**config.mk**
```make
export PLATFORM = sky130hd
export DESIGN_NAME = instr_fetch_unit
export DESIGN_NICKNAME = d
export VERILOG_FILES = /design/src/rtl/instr_fetch_unit.sv
export SDC_FILE = /design/constraint.sdc
export NUM_CORES = 1
export LEC_CHECK = 0
export ABC_AREA = 1
export BUFFER_PORTS_ARGS = -buffer_cell sky130_fd_sc_hd__buf_2
export CAP_MARGIN = 20
export CORE_ASPECT_RATIO = 0.6
export CORE_UTILIZATION = 55
export DETAILED_ROUTE_END_ITERATION = 12
export PLACE_DENSITY = 0.8
export SYNTH_ARGS = -nofsm -noshare
export SYNTH_HDL_FRONTEND = slang
export SYNTH_SLANG_ARGS = --single-unit
```
**constraint.sdc**
```tcl
create_clock -name clk -period 2.7 [get_ports clk]
set_input_delay 0.135 -clock clk [delete_from_list [all_inputs] [get_ports clk]]
set_output_delay 0.135 -clock clk [all_outputs]
set_load 0.05 [all_outputs]
```
**src/rtl/instr_fetch_unit.sv**
```systemverilog
`default_nettype none
// ============================================================================
// Module   : instr_fetch_unit
// Brief    : PC owner and prefetch FIFO feeding decode over valid/ready.
//            Optional perf counters are enabled with IFU_PERF_COUNTERS_EN.
// Revision : 1.0
// ============================================================================
module instr_fetch_unit #(
  parameter logic [31:0] RESET_PC   = 32'h0000_0000,
  parameter int          FIFO_DEPTH = 2
) (
  input  logic        clk,
  input  logic        rst_n,
  output logic [31:0] imem_addr,
  input  logic [31:0] imem_instr,
  input  logic        redirect_valid,
  input  logic [31:0] redirect_pc,
`ifdef IFU_PERF_COUNTERS_EN
  output logic [31:0] perf_fetch_cnt,
  output logic [31:0] perf_stall_cnt,
`endif
  output logic        out_valid,
  input  logic        out_ready,
  output logic [31:0] out_instr,
  output logic [31:0] out_pc
);

  localparam int PW = (FIFO_DEPTH > 1) ? $clog2(FIFO_DEPTH) : 1;
  localparam int CW = $clog2(FIFO_DEPTH) + 1;
  localparam logic [CW-1:0] C_DEPTH = CW'(FIFO_DEPTH);

  logic [31:0]   r_pc;
  logic [PW-1:0] r_wptr;
  logic [PW-1:0] r_rptr;
  logic [CW-1:0] r_count;
  logic [31:0]   r_fifo_instr [FIFO_DEPTH];
  logic [31:0]   r_fifo_pc    [FIFO_DEPTH];

  logic w_pop;
  logic w_fetch;

  assign out_valid = (r_count != '0);
  assign w_pop     = out_valid & out_ready;
  // A full FIFO may still fetch when its head leaves in the same cycle.
  assign w_fetch   = !redirect_valid & ((r_count < C_DEPTH) | w_pop);

  assign imem_addr = r_pc;
  assign out_instr = r_fifo_instr[r_rptr];
  assign out_pc    = r_fifo_pc[r_rptr];

  always_ff @(posedge clk or negedge rst_n) begin
    if (!rst_n) begin
      r_pc    <= RESET_PC;
      r_wptr  <= '0;
      r_rptr  <= '0;
      r_count <= '0;
      for (int i = 0; i < FIFO_DEPTH; i++) begin
        r_fifo_instr[i] <= '0;
        r_fifo_pc[i]    <= '0;
      end
    end else if (redirect_valid) begin
      r_pc    <= {redirect_pc[31:2], 2'b00};
      r_wptr  <= '0;
      r_rptr  <= '0;
      r_count <= '0;
    end else begin
      if (w_fetch) begin
        r_fifo_instr[r_wptr] <= imem_instr;
        r_fifo_pc[r_wptr]    <= r_pc;
        r_pc                 <= r_pc + 32'd4;
        r_wptr               <= r_wptr + PW'(1);
      end
      if (w_pop) begin
        r_rptr <= r_rptr + PW'(1);
      end
      case ({w_fetch, w_pop})
        2'b10:   r_count <= r_count + CW'(1);
        2'b01:   r_count <= r_count - CW'(1);
        default: r_count <= r_count;
      endcase
    end
  end

`ifdef IFU_PERF_COUNTERS_EN
  logic [31:0] r_perf_fetch;
  logic [31:0] r_perf_stall;

  // Counters survive redirects; only reset clears them.
  always_ff @(posedge clk or negedge rst_n) begin
    if (!rst_n) begin
      r_perf_fetch <= '0;
      r_perf_stall <= '0;
    end else begin
      if (w_fetch) begin
        r_perf_fetch <= r_perf_fetch + 32'd1;
      end
      if (out_valid & !out_ready) begin
        r_perf_stall <= r_perf_stall + 32'd1;
      end
    end
  end

  assign perf_fetch_cnt = r_perf_fetch;
  assign perf_stall_cnt = r_perf_stall;
`endif

endmodule
`default_nettype wire

```
==> qor.txt <==
Status: completed
Port bufs: 158
Ys Warns: 0
Cell family with most CP delay: simple AND/OR/NAND/NOR gates
Worst skew pair latency: 0.42 ns
Diode count: 0
Startpoint type of the worst setup path: register
Slew @ Worst Pin: 0.698 ns
WP depth: 8
Pwr dens: 843 nW/um^2
FF+latch area: 3960 sq um
Setup bufs post-CTS: 0
Worst reg2reg path depth: 8
Synth area leaders: dfrtp_1 (51%), nand2_1 (22%), o21ai_1 (6.8%)
Reg2reg setup slack: 0.55 ns
Overflow after GRT: 0
Count of filler cells inserted in the layout: 1146
Worst rel slew slack: 0.533
DR vias: 7227
Clk pwr share: 0.292
Largest net degree at the start of global routing: 99
Residual DRC count: 0
Syn Inst Count: 1019
CP peak stage delay: 0.56 ns
Crit path to: imem_addr[24]
Setup tns final: 0 ns
Area Overhead vs Synth: 25.0%
Static leakage: 5.14 nW
Clock buffer depth: 2
Fmax: 464 MHz
Minimum hold slack: 0.00675 ns
RSZ-0062 raised after global routing: no
Logic gate share of total power: 0.314
Core region area: 13700 sq um
Final Cell Area: 9620 sq um
DP Area: 8550 sq um
CP max FO: 11
CTS tree: built
Critical R2R Capture: imem_addr[24]
Period utilization: 0.798
Minimum clock period: 2.15 ns
Nets: 1274
RD Place Congestion: 0.930
Antenna Nets Post-Route: 0
Final Max Tran Viols: 0
Layout cells sized above 1: 0.177
Htree depth: 4
Initial Utilization: 0.563
Internal power: 0.00491 W
Crit end category: register
# clock sinks: 158
VDD IR-drop max: 0.000511 V
Number of global-route vias before repair: 6364
Ports: 165
CP Buf/Inv Count: 1
Final Hold Vio Count: 0
Sequential share of the synthesized area: 0.513
Initial antenna violation count: 0
DRT iter0 DRCs: 819
CTS Buf Count: 17
CTS root buf: clkbuf_16
Slowest cell on the critical path: nor2_1
Share of the synthesized area in the top cell type: 0.513
Leading area contributor after synthesis: dfrtp_1
Worst hold path class: primary input to register
Vias per cell: 5.13
Most used cell, CP: nand3_1
Final setup fails: 0
Avg WL per Cell: 13.9 microns
Rows: 33
Avg Inst Size Synth: 7.56 sq um
CP Class: register to register
Detailed-placement wirelength estimate: 12900 microns
Die Area: 14500 sq um
Cell Area, Synth: 7700 sq um
Sw Pwr: 0.00320 W
Die height: 93.7 microns
Cell variety after synth: 30
Drt pass-1 iters: 9
First-pass GRT wire length: 31700 microns
Sw frac: 0.394
Yosys reg bits: 158
Crit path cell chain: ha_1 > nand3_1 > inv_1 > nand2_1 > nor2_1 > nand3_1 > nand3_1 > nand3_1
Die X: 155 microns
FF-to-FF Start: imem_addr[3]
CP startpoint: imem_addr[3]
Critical path arrival: 2.46 ns
Final Skew: 0.00797 ns
Clock slew at reported path FFs: 0.07 ns
Seq pwr share: 0.393
Max_cap viols: 0
Worst Path Required: 3.00 ns
All-Layer GR Usage: 0.280
Final WL: 19600 microns
Multi-input logic area: 3100 sq um
==> tightest hold or removal path: stages <==
cell     delay [ns]
buf_2          0.07
nand2_1        0.04
o21ai_0        0.06
inv_1          0.04
nand2_1        0.05
==> logic make-up (layout without fill, tap and decap cells) <==
logic type,count (synthesis),after routing,synth area share
simple gates,551,551,0.284
compound gates,163,163,0.112
flops,158,158,0.513
buf+inv,142,338,0.0858
xor+xnor,3,3,0.00341
fa+ha+maj,1,1,0.00162
other cells,1,4,0.000487
==> power by group through the flow <==
stage	Combinational [W]	Clock, W	Sequential, W
3_5_place_dp	0.00249	0	0.00322
5_1_grt	0.00277	0.00252	0.00325
6_report	0.00255	0.00237	0.00319
3_3_place_gp	0.00245	0	0.00320
4_1_cts	0.00255	0.00241	0.00318
2_1_floorplan	0.00176	0	0.00333
==> metrics by stage <==
step           power, W  cells   util  worst slack (ns)
3_5_place_dp    0.00571   1330  0.626             0.594
2_1_floorplan   0.00509   1022      -             0.769
5_1_grt         0.00854   1410  0.704             0.372
3_3_place_gp    0.00565   1330  0.626             0.651
4_1_cts         0.00814   1410  0.704             0.577
6_report        0.00811   1410  0.704             0.546
==> synthesized netlist by cell type <==
library cell / n
a21oi_1: 7
a31oi_1: 2
buf_1: 4
buf_2: 7
buf_4: 5
buf_6: 13
clkbuf_1: 23
conb_1: 1
dfrtp_1: 158
ha_1: 1
inv_1: 87
inv_2: 2
inv_4: 1
nand2_1: 451
nand2_2: 1
nand2_4: 5
nand3_1: 38
nand3b_1: 2
nand4_1: 5
nor2_1: 45
nor2_2: 2
nor3_1: 2
o211ai_1: 5
o21ai_0: 35
o21ai_1: 105
o21ai_2: 5
o21bai_1: 2
o221ai_1: 1
o22ai_1: 1
xor2_1: 3
==> cell usage in the layout, fill, tap and decap left out, drive strengths merged <==
master	n
nand4	5
nor2	47
a21oi	7
dfrtp	158
bufinv	2
conb	4
o211ai	5
dlygate4sd3	48
nand2	457
o21ai	145
nand3b	2
a31oi	2
o22ai	1
o21bai	2
o221ai	1
xor2	3
clkinvlp	3
buf	168
clkinv	5
ha	1
clkbuf	18
nand3	38
nor3	2
inv	94
==> state kept, by name (all words and copies together), names as in the netlist <==
signal	cells
imem_addr	30
r_fifo_instr	64
r_rptr	1
r_wptr	1
r_fifo_pc	60
r_count	2
==> per-layer routing <==
metal	GRT usage	routed length [microns]	vias to the layer above	part of all wire
met5	0	0	-	0
met4	0.0602	208	0	0.011
met3	0.0609	1710	27	0.087
met2	0.423	8450	322	0.43
met1	0.415	9200	3317	0.47
li1	-	-	3561	-
==> final cells by class <==
type | instances | area share
Timing Repair Buffer | 216 | 0.146
Tap cell | 192 | 0.0250
Clock buffer | 18 | 0.0446
Sequential cell | 158 | 0.411
Multi-Input combinational cell | 722 | 0.322
Clock inverter | 14 | 0.0166
Inverter | 90 | 0.0354
==> how the worst min path moves through the flow <==
| stage | from | endpoint | slack (ns) | cells past startpoint |
|---|---|---|---|---|
| finish | redirect_pc[29] | imem_addr[29] | 0.007 | 5 |
| global route | redirect_pc[26] | imem_addr[26] | 0.01 | 5 |
| CTS | redirect_pc[26] | imem_addr[26] | 0.002 | 5 |
| detailed placement | rst_n | r_fifo_pc[38] | 0.16 | 1 |
| global placement | rst_n | r_fifo_pc[6] | 0.16 | 1 |
| floorplan | rst_n | imem_addr[10] | -0.16 | 0 |
==> timing repair <==
item	4_1_cts	5_1_grt
endpoints found under the setup margin	0	0
gates resized for setup	0	0
hold buffers	48	0
endpoints found under the hold margin	127	0
Note: power is estimated with default switching activity, not from simulation.
